`src/rtl/cp0_reg.sv`:
```
// cp0_reg: coprocessor-0 register file (Count/Compare/Status/Cause/EPC/PRId/Config) for the exception path
// Ports:
//   clk, rst                   clock, synchronous active-high reset
//   we_i, waddr_i, data_i      mtc0 write port
//   raddr_i, data_o            mfc0 read port (combinational, no write bypass)
//   int_i                      external interrupt lines, sampled into Cause.IP[7:2]
//   exception_i                committed exception type from MEM (0 = none)
//   current_inst_addr_i        PC of the excepting instruction
//   is_in_delayslot_i          excepting instruction sits in a delay slot
//   count_o .. prid_o          register values
//   timer_int_o                timer interrupt request
module cp0_reg #(
    parameter logic [31:0] PRID_VAL   = 32'h004C0102,
    parameter logic [31:0] CONFIG_VAL = 32'h00008000,
    parameter logic [31:0] STATUS_RST = 32'h10000000
) (
    input  logic        clk,
    input  logic        rst,
    input  logic        we_i,
    input  logic [4:0]  waddr_i,
    input  logic [31:0] data_i,
    input  logic [4:0]  raddr_i,
    input  logic [5:0]  int_i,
    input  logic [31:0] exception_i,
    input  logic [31:0] current_inst_addr_i,
    input  logic        is_in_delayslot_i,
    output logic [31:0] data_o,
    output logic [31:0] count_o,
    output logic [31:0] compare_o,
    output logic [31:0] status_o,
    output logic [31:0] cause_o,
    output logic [31:0] epc_o,
    output logic [31:0] config_o,
    output logic [31:0] prid_o,
    output logic        timer_int_o
);
    localparam logic [31:0] EXC_INT  = 32'h1;
    localparam logic [31:0] EXC_SYS  = 32'h8;
    localparam logic [31:0] EXC_INV  = 32'ha;
    localparam logic [31:0] EXC_TRAP = 32'hd;
    localparam logic [31:0] EXC_OV   = 32'hc;
    localparam logic [31:0] EXC_ERET = 32'he;
    logic [31:0] count_q, count_d, compare_q, compare_d, status_q, status_d;
    logic [31:0] cause_q, cause_d, epc_q, epc_d;
    logic        timer_q, timer_d;
    logic        wr_count, wr_compare, wr_status, wr_cause, wr_epc, exc_hit;
    logic [4:0]  exc_code;
    assign wr_count   = we_i && waddr_i == 5'd9;
    assign wr_compare = we_i && waddr_i == 5'd11;
    assign wr_status  = we_i && waddr_i == 5'd12;
    assign wr_cause   = we_i && waddr_i == 5'd13;
    assign wr_epc     = we_i && waddr_i == 5'd14;
    assign exc_hit = exception_i == EXC_INT || exception_i == EXC_SYS || exception_i == EXC_INV ||
                     exception_i == EXC_TRAP || exception_i == EXC_OV;
    assign exc_code = exception_i == EXC_INT  ? 5'd0  :
                      exception_i == EXC_SYS  ? 5'd8  :
                      exception_i == EXC_INV  ? 5'd10 :
                      exception_i == EXC_TRAP ? 5'd13 : 5'd12;
    // Writes are applied first; exception fields are then laid over them so they win collisions.
    always_comb begin
        count_d   = wr_count ? data_i : count_q + 32'd1;
        compare_d = wr_compare ? data_i : compare_q;
        timer_d   = wr_compare ? 1'b0 : (compare_q != 32'd0 && count_q == compare_q) ? 1'b1 : timer_q;
        status_d  = wr_status ? data_i : status_q;
        epc_d     = wr_epc ? data_i : epc_q;
        cause_d   = cause_q;
        cause_d[15:10] = int_i;
        cause_d[9:8]   = wr_cause ? data_i[9:8] : cause_q[9:8];
        cause_d[23:22] = wr_cause ? data_i[23:22] : cause_q[23:22];
        if (exc_hit) begin
            status_d[1]  = 1'b1;
            cause_d[6:2] = exc_code;
            // Nested exceptions keep the original return point.
            if (!status_q[1]) begin
                epc_d       = is_in_delayslot_i ? current_inst_addr_i - 32'd4 : current_inst_addr_i;
                cause_d[31] = is_in_delayslot_i;
            end
        end else if (exception_i == EXC_ERET) begin
            status_d[1] = 1'b0;
        end
    end
    always_ff @(posedge clk) begin
        if (rst) begin
            count_q   <= 32'd0;
            compare_q <= 32'd0;
            status_q  <= STATUS_RST;
            cause_q   <= 32'd0;
            epc_q     <= 32'd0;
            timer_q   <= 1'b0;
        end else begin
            count_q   <= count_d;
            compare_q <= compare_d;
            status_q  <= status_d;
            cause_q   <= cause_d;
            epc_q     <= epc_d;
            timer_q   <= timer_d;
        end
    end
    always_comb begin
        case (raddr_i)
            5'd9:    data_o = count_q;
            5'd11:   data_o = compare_q;
            5'd12:   data_o = status_q;
            5'd13:   data_o = cause_q;
            5'd14:   data_o = epc_q;
            5'd15:   data_o = PRID_VAL;
            5'd16:   data_o = CONFIG_VAL;
            default: data_o = 32'd0;
        endcase
    end
    assign count_o     = count_q;
    assign compare_o   = compare_q;
    assign status_o    = status_q;
    assign cause_o     = cause_q;
    assign epc_o       = epc_q;
    assign config_o    = CONFIG_VAL;
    assign prid_o      = PRID_VAL;
    assign timer_int_o = timer_q;
endmodule

```
`config.mk`:
```
export PLATFORM = sky130hd
export DESIGN_NAME = cp0_reg
export DESIGN_NICKNAME = d
export VERILOG_FILES = /design/src/rtl/cp0_reg.sv
export SDC_FILE = /design/constraint.sdc
export NUM_CORES = 1
export LEC_CHECK = 0
export ABC_AREA = 1
export ABC_CLOCK_PERIOD_IN_PS = 3600
export BUFFER_PORTS_ARGS = -buffer_cell sky130_fd_sc_hd__buf_2
export CAP_MARGIN = 40
export CORE_AREA = 4 4 141 143
export CTS_CLUSTER_SIZE = 40
export DETAILED_ROUTE_END_ITERATION = 8
export DIE_AREA = 0 0 145 147
export PLACE_DENSITY = 0.83
export SLEW_MARGIN = 25
export SYNTH_ARGS = -nofsm -noshare
export SYNTH_HDL_FRONTEND = slang
export SYNTH_SLANG_ARGS = --single-unit
```
`constraint.sdc`:
```
create_clock -name clk -period 3.6 [get_ports clk]
set_input_delay 0.54 -clock clk [delete_from_list [all_inputs] [get_ports clk]]
set_output_delay 0.54 -clock clk [all_outputs]
set_load 0.1 [all_outputs]
```
== Word-level counts from Yosys, hierarchy flattened ==
Cells that the tools add are included.
Widths: inputs -> output; s select.
Word-level totals
  output and inout port bits: 257
  input bits: 116
  logic and storage cells: 59
  register bits: 145
Operators by class
  reductions and logical operators: 14
  muxes and demuxes: 13
  bitwise operators: 1
  add/subtract/negate cells: 2
  equality and inequality tests: 19
Operators with widths (count)
  $pmux 32 s7: 1
  $eq 32x4->1 const B: 5
  $mux 32: 5
  $eq 5x4->1 const B: 11
  $add 32x1->32 const B: 1
  $eq 32x1->1 const B: 1
  $eq 32x32->1: 1
  $reduce_bool 32->1: 1
  $sub 32x3->32 const B: 1
  $logic_and 1x1->1: 6
  $mux 3: 2
  $eq 5x5->1 const B: 1
  $logic_or 1x1->1: 4
  $mux 4: 1
  $mux 1: 3
  $reduce_bool 3->1: 1
  $mux 2: 1
  $reduce_and 2->1: 1
  $reduce_or 2->1: 1
  $not 1->1: 1

== Logic depth before layout (Yosys ltp) ==
Gate-level depths: netlist (run 1).
  depth after elaboration: 6
  gate-level depth with buffers: 13
  gate-level depth less buffers: 12

== Worst setup path after synthesis (run 1) ==
OpenSTA, ideal clock, no wires.
  path type: register to output
  start point: reg count_q[13], in the netlist count_o[13]
  end point: out data_o[13]
  arrival: 2855 ps
  data required time: 3060 ps
  path slack: 205 ps
  cell stages (with the launch flop): 3
  cell sequence: dfxtp_1 > inv_1 > o2111ai_1
Between the ends
  longest elaborated chain between the ends: 1
RTL lines
  start: declaration: line 43  | logic [31:0] count_q, count_d, compare_q, compare_d, status_q, status_d;
  start signal: assignment: line 91  | count_q <= count_d;
  $pmux 32 s7: line 100  | case (raddr_i)
  end: declaration: line 27  | output logic [31:0] data_o,
No other way between the ends.

== Worst setup path after layout (run 1) ==
  start point: in raddr_i[4]
  end point: out data_o[15]
Between the ends
  longest elaborated chain between the ends: 2
  elaborated cells on any way between the ends: 8
  classes of those cells: 7 x eq/ne; 1 x mux
RTL lines
  start: declaration: line 22  | input logic [4:0] raddr_i,
  $eq 5x5->1 or $eq 5x4->1 (tied branches): line 100
  $pmux 32 s7 (*): line 100
Mark *: on every way between the ends. The rest lies on a longest branch, timed or not.

==> flow_summary.json, run 1 <==
{
  "die-area_mm2": 0.0213,
  "yosysTopAreaCell": "dfxtp_1",
  "hold_end": "cause_o[11]",
  "final_hold_viol_count": 0,
  "firstDrtPassIters": 8,
  "wl_met2_mm": 16.1,
  "antenna_found_initial": 1,
  "io_buffer_count": 291,
  "crit_type": "input port to output port",
  "critPathMaxStageDelay_ns": 0.46,
  "hpwl_mm": 28.0,
  "drive_above_1_share_pct": 23.0,
  "cp-end-kind": "output port",
  "worst_ep_arrival_time_ns": 2.35,
  "hold_ws_ns": 0.316,
  "hp-class": "input port to register",
  "postCtsSetupRepairBufs": 0,
  "internal-power_mw": 2.90,
  "final_cells": 1938,
  "ys_types": 46,
  "relSlewSlack_pct": 54.2,
  "holdBufCountCts": 0,
  "power_leakage_nw": 5.76,
  "grt_first_pass_wirelength_mm": 53.4,
  "fmax_mhz": 346,
  "pwr-share-clk_pct": 41.3,
  "fin_util_pct": 61.5,
  "wl_met1_mm": 13.8,
  "p_total_mw": 4.42,
  "final_common_cell": "nand2_1",
  "grt_max_degree": 57,
  "regArea_mm2": 0.00288,
  "syn_inst": 1429,
  "pin_count": 373,
  "vias": 10523,
  "design_area_mm2": 0.0114,
  "slowest_stage": "inv_2",
  "crit_required_ns": 3.06,
  "wire_per_inst_um": 18.2,
  "place_area_mm2": 0.0108,
  "core_area_mm2": 0.0186,
  "cp_cell_sequence": "buf_2, inv_1, nand2_1, nor2_1, nand3_1, inv_2, nand2_1, nand4_1, buf_2",
  "gp_congestion": 1.04,
  "multiInputGateArea_mm2": 0.00527,
  "cap_violations": 0,
  "top_layer": "met5",
  "rr_worst_depth": 10,
  "cts.path.max_buffers": 2,
  "grt.total_usage_pct": 31.6,
  "area_growth_pct": 22.4,
  "synthArstFlopShare_pct": 0,
  "final_antenna_net_count": 0,
  "fp.dieH_um": 147,
  "routed_wl_mm": 35.3,
  "synth_ff_type": "dfxtp_1",
  "worst_pin_slew_ns": 0.685,
  "clk_pin_slew_ns": 0.06,
  "h-tree-depth": 4,
  "post-route-period-util_pct": 80.4,
  "rows": 50,
  "finClkSkew_ns": 0.00808,
  "dpl.cell_count": 1904,
  "tritoncts": "built",
  "drc": 0,
  "seqPwrFrac_pct": 37.6,
  "drv_slew": 0,
  "fin_ws_ns": 0.706,
  "status": "completed",
  "clockRootBuffer": "clkbuf_16",
  "grt_pass1_vias": 9538,
  "fin_setup_tns_ns": 0,
  "nFillCells": 1763,
  "vias_per_cell": 5.43,
  "wl_met3_mm": 3.86,
  "synth_warnings": 0,
  "cts_resized": 0,
  "cts_buffers": 17,
  "rsz0062_at_grt": "no",
  "yosys-top-cells-area": "dfxtp_1, nand2_1, nor2_1, buf_4, o21ai_0",
  "synth_top_cell_area_share_pct": 30.9,
  "synth_seq_area_share_pct": 30.9,
  "clk_latency_ns": 0.43,
  "switchingPower_mw": 1.51,
  "min_from": "int_i[1]",
  "ir_worst_vdd_mv": 0.303,
  "start_util_pct": 50.2,
  "syn_avg_cell_area_um2": 6.53,
  "whs_path_depth": 3,
  "powerDensity_mw_per_mm2": 387,
  "cts.sinks": 144,
  "dr.first_iter.drc_count": 1385,
  "cp-start-kind": "input port",
  "r2r_slack_ns": 1.50,
  "post-place-ws_ns": 0.718,
  "syn_area_mm2": 0.00933,
  "die_w_um": 145,
  "reg2reg_from": "count_o[1]",
  "ys_ff_latch": 144,
  "mostFrequentLayoutCells": "nand2_1, buf_2, nor2_1",
  "r2r_end": "count_o[26]",
  "synth_edf_count": 0,
  "swShare_pct": 34.2,
  "setup_viol": 0,
  "combPwrFrac_pct": 21.1,
  "overflow": 0,
  "fin_crit_ns": 2.89,
  "nNetsFinal": 1808,
  "crit_path_max_fanout": 28
}
logic make-up after synthesis:
kind of cell | count (synthesis) | synth area share, %
other | 2 | 0.0805
adder cells (fa/ha/maj) | 2 | 0.268
buffers and inverters | 305 | 16.1
AO/OA/AOI/OAI | 274 | 16.8
AND/OR/NAND/NOR | 642 | 30.3
flip-flops | 144 | 30.9
XOR/XNOR | 60 | 5.63
registers in the layout, indices dropped and copies added (netlist names):
name,cells
cause_o,15
compare_o,32
count_o,32
epc_o,32
status_o,32
timer_int_o,1
layer usage:
metal / GRT usage, % / vias to the layer above
met4: 13.2 / 2
met1: 41.2 / 4783
li1: - / 5013
met2: 50.9 / 616
met3: 7.16 / 109
met5: 0 / -
synth_stat cells (12+ instances only):
cell	instances
nand2_1	285
nor2_1	176
inv_1	150
dfxtp_1	144
o21ai_0	114
buf_4	81
a21oi_1	79
nand3_1	74
clkbuf_1	39
xor2_1	35
a22oi_1	29
nor3_1	26
xnor2_1	25
nand4_1	20
buf_2	16
o211ai_1	16
o21ai_1	13
o2111ai_1	12
how the worst max path moves through the flow:
stage                      startpoint          to  slack [ns]  cells after the start
after CTS                  raddr_i[4]  data_o[15]        0.72                      9
after global routing       raddr_i[4]  data_o[15]        0.58                      9
after floorplan           count_o[13]  data_o[13]        0.21                      2
after detailed placement   raddr_i[4]  data_o[15]        0.72                      9
after global placement     raddr_i[4]  data_o[15]        0.78                      9
final                      raddr_i[4]  data_o[15]        0.71                      9
worst max-delay path, delay by kind of cell:
family | cells | cell delay, ns
buf+inv | 4 | 1.09
simple gates | 5 | 0.72
area by class of cell:
type                    instances  share of cell area (%)
multi-input cells            1059                    46.1
flip-flops and latches        144                    25.2
repair buffers                306                    15.4
inverters                     162                    5.32
clock buffers                  23                    4.18
well taps                     234                    2.56
clock inverters                 9                    1.15
diodes                          1                  0.0219
power by group through the flow:
| stage | clock network (mW) | registers (mW) | logic [mW] |
|---|---|---|---|
| after CTS | 1.84 | 1.66 | 0.920 |
| after global placement | 0 | 1.69 | 0.911 |
| final | 1.83 | 1.66 | 0.932 |
| after global routing | 1.91 | 1.66 | 0.973 |
| after floorplan | 0 | 1.86 | 0.630 |
| after detailed placement | 0 | 1.69 | 0.918 |
(Power assumes the default switching activity.)
==> run 2, diff against run 1 <==
==> config.mk (replaced) <==
export PLATFORM = sky130hd
export DESIGN_NAME = cp0_reg
export DESIGN_NICKNAME = d
export VERILOG_FILES = /design/src/rtl/cp0_reg.sv
export SDC_FILE = /design/constraint.sdc
export NUM_CORES = 1
export LEC_CHECK = 0
export ABC_AREA = 0
export ABC_CLOCK_PERIOD_IN_PS = 2900
export BUFFER_PORTS_ARGS = -buffer_cell sky130_fd_sc_hd__buf_2
export CAP_MARGIN = 40
export CORE_AREA = 4 4 142 144
export CTS_CLUSTER_SIZE = 40
export DETAILED_ROUTE_END_ITERATION = 8
export DIE_AREA = 0 0 146 148
export PLACE_DENSITY = 0.78
export SLEW_MARGIN = 25
export SYNTH_ARGS = -nofsm -noshare
export SYNTH_HDL_FRONTEND = slang
export SYNTH_SLANG_ARGS = --single-unit
==> constraint.sdc (replaced) <==
create_clock -name clk -period 2.9 [get_ports clk]
set_input_delay 0.435 -clock clk [delete_from_list [all_inputs] [get_ports clk]]
set_output_delay 0.435 -clock clk [all_outputs]
set_load 0.1 [all_outputs]
==> run 2 against run 1 <==
Combinational power is 19% higher. First-iteration DRC count shrank 30%. Count of clock-buffer cells in the layout is 3 lower. Register-to-register slack got worse by 0.88 ns. Clock power grew 27%. Cell count decreased by 20%. Setup slack worse by 0.43 ns. Total power grew 24%. Critical endpoint is now data_o[31].
==> flow_summary.json, run 2 <==
{
  "fin_util_pct": 60.1,
  "synth_top_cell_area_share_pct": 33.6,
  "synth_edf_count": 0,
  "final_cells": 1555,
  "clk_pin_slew_ns": 0.06,
  "cp-end-kind": "output port",
  "design_area_mm2": 0.0112,
  "pin_count": 373,
  "die-area_mm2": 0.0216,
  "cts.path.max_buffers": 2,
  "ys_types": 53,
  "fp.dieH_um": 148,
  "finClkSkew_ns": 0.00869,
  "cp-start-kind": "input port",
  "postCtsSetupRepairBufs": 0,
  "antenna_found_initial": 1,
  "nNetsFinal": 1426,
  "pwr-share-clk_pct": 42.4,
  "synth_warnings": 0,
  "powerDensity_mw_per_mm2": 487,
  "io_buffer_count": 291,
  "yosys-top-cells-area": "dfxtp_1, buf_4, a211oi_1, xnor2_1, nand2_1",
  "final_hold_viol_count": 0,
  "crit_required_ns": 2.47,
  "area_growth_pct": 31.1,
  "setup_viol": 0,
  "synthArstFlopShare_pct": 0,
  "wl_met3_mm": 3.32,
  "cts.sinks": 144,
  "internal-power_mw": 3.66,
  "final_antenna_net_count": 0,
  "ir_worst_vdd_mv": 0.420,
  "gp_congestion": 0.967,
  "drc": 0,
  "top_layer": "met4",
  "hpwl_mm": 25.5,
  "holdBufCountCts": 0,
  "wl_met2_mm": 15.0,
  "switchingPower_mw": 1.81,
  "routed_wl_mm": 33.5,
  "cts_resized": 0,
  "firstDrtPassIters": 5,
  "seqPwrFrac_pct": 37.3,
  "synth_commonest_cells": "nand2_1, dfxtp_1, buf_4",
  "r2r_slack_ns": 0.62,
  "cts_buffers": 17,
  "fmax_mhz": 381,
  "grt_pass1_vias": 8236,
  "crit_type": "input port to output port",
  "combPwrFrac_pct": 20.3,
  "clockRootBuffer": "clkbuf_16",
  "relSlewSlack_pct": 49.7,
  "crit_path_max_fanout": 17,
  "worst_pin_slew_ns": 0.749,
  "synth_seq_area_share_pct": 33.6,
  "wl_met1_mm": 14.2,
  "ys_ff_latch": 144,
  "grt_first_pass_wirelength_mm": 50.1,
  "cap_violations": 0,
  "final_common_cell": "buf_2",
  "drv_slew": 0,
  "grt.total_usage_pct": 29.5,
  "hold_ws_ns": 0.209,
  "vias": 9007,
  "drive_above_1_share_pct": 29.8,
  "overflow": 0,
  "grt_max_degree": 70,
  "syn_area_mm2": 0.00858,
  "vias_per_cell": 5.79,
  "rows": 50,
  "rsz0062_at_grt": "no",
  "power_leakage_nw": 4.56,
  "core_area_mm2": 0.0187,
  "swShare_pct": 33.1,
  "hp-class": "input port to register",
  "mostFrequentLayoutCells": "buf_2, nand2_1, dfxtp_1",
  "syn_avg_cell_area_um2": 8.22,
  "clk_latency_ns": 0.43,
  "h-tree-depth": 4,
  "place_area_mm2": 0.0106,
  "worst_ep_arrival_time_ns": 2.19,
  "synth_ff_type": "dfxtp_1",
  "status": "completed",
  "yosysMostFrequentCell": "nand2_1",
  "p_total_mw": 5.47,
  "post-route-period-util_pct": 90.5,
  "wire_per_inst_um": 21.6,
  "tritoncts": "built",
  "syn_inst": 1044,
  "dpl.cell_count": 1523,
  "yosysTopAreaCell": "dfxtp_1",
  "dr.first_iter.drc_count": 973,
  "die_w_um": 146,
  "start_util_pct": 45.9,
  "fin_crit_ns": 2.62
}
[run 2: layer usage]
| metal | vias to the layer above | GRT usage [%] |
|---|---|---|
| li1 | 4101 | - |
| met5 | - | 0 |
| met3 | 75 | 5.98 |
| met4 | 0 | 11.2 |
| met2 | 554 | 44.3 |
| met1 | 4277 | 41.9 |
[run 2: cell families (layout without fill, tap and decap cells)]
logic type / after synthesis / in the layout / share of synthesized area [%]
flops: 144 / 144 / 33.6
fa+ha+maj: 2 / 2 / 0.292
mux: 42 / 42 / 4.93
compound gates: 233 / 233 / 19.2
xor+xnor: 91 / 91 / 9.29
other cells: 2 / 82 / 0.0875
buf+inv: 158 / 355 / 10.7
simple gates: 372 / 372 / 21.9
[run 2: power by group through the flow]
stage	logic, mW	registers, mW	clock network [mW]
3_3_place_gp	1.09	2.08	0
4_1_cts	1.10	2.04	2.34
6_report	1.11	2.04	2.32
3_5_place_dp	1.09	2.08	0
5_1_grt	1.14	2.04	2.42
2_1_floorplan	0.759	2.25	0
[run 2: area by class of cell]
type | instances | area [µm²]
tap | 234 | 293
timing repair buffer | 317 | 2170
inverter | 7 | 26.3
clock buffer | 20 | 457
antenna | 1 | 2.50
fill | 1682 | 7460
sequential | 144 | 2880
clock inverter | 11 | 163
multi-input combinational | 821 | 5260
[run 2: path summary, 6_finish.rpt]
check                 end  depth (start not counted)    startpoint
max            data_o[31]                          8    raddr_i[3]
min           cause_o[13]                          2      int_i[3]
max reg2reg   count_o[25]                          5    count_o[8]
min reg2reg  status_o[19]                          2  status_o[19]
[run 2: per-stage QoR]
| stage | setup WS (ns) | setup TNS (ns) |
|---|---|---|
| after floorplan | -0.248 | -0.581 |
| after global placement | 0.305 | 0 |
| after CTS | 0.303 | 0 |
| final | 0.275 | 0 |
| after global routing | 0.183 | 0 |
| after detailed placement | 0.342 | 0 |
[run 2: critical path: stages]
cell and delay (ns):
buf_2 0.09, nor2b_1 0.25, nand2_1 0.29, nor3_2 0.22, buf_4 0.28, o2bb2ai_1 0.21, a221o_1 0.23, buf_12 0.19
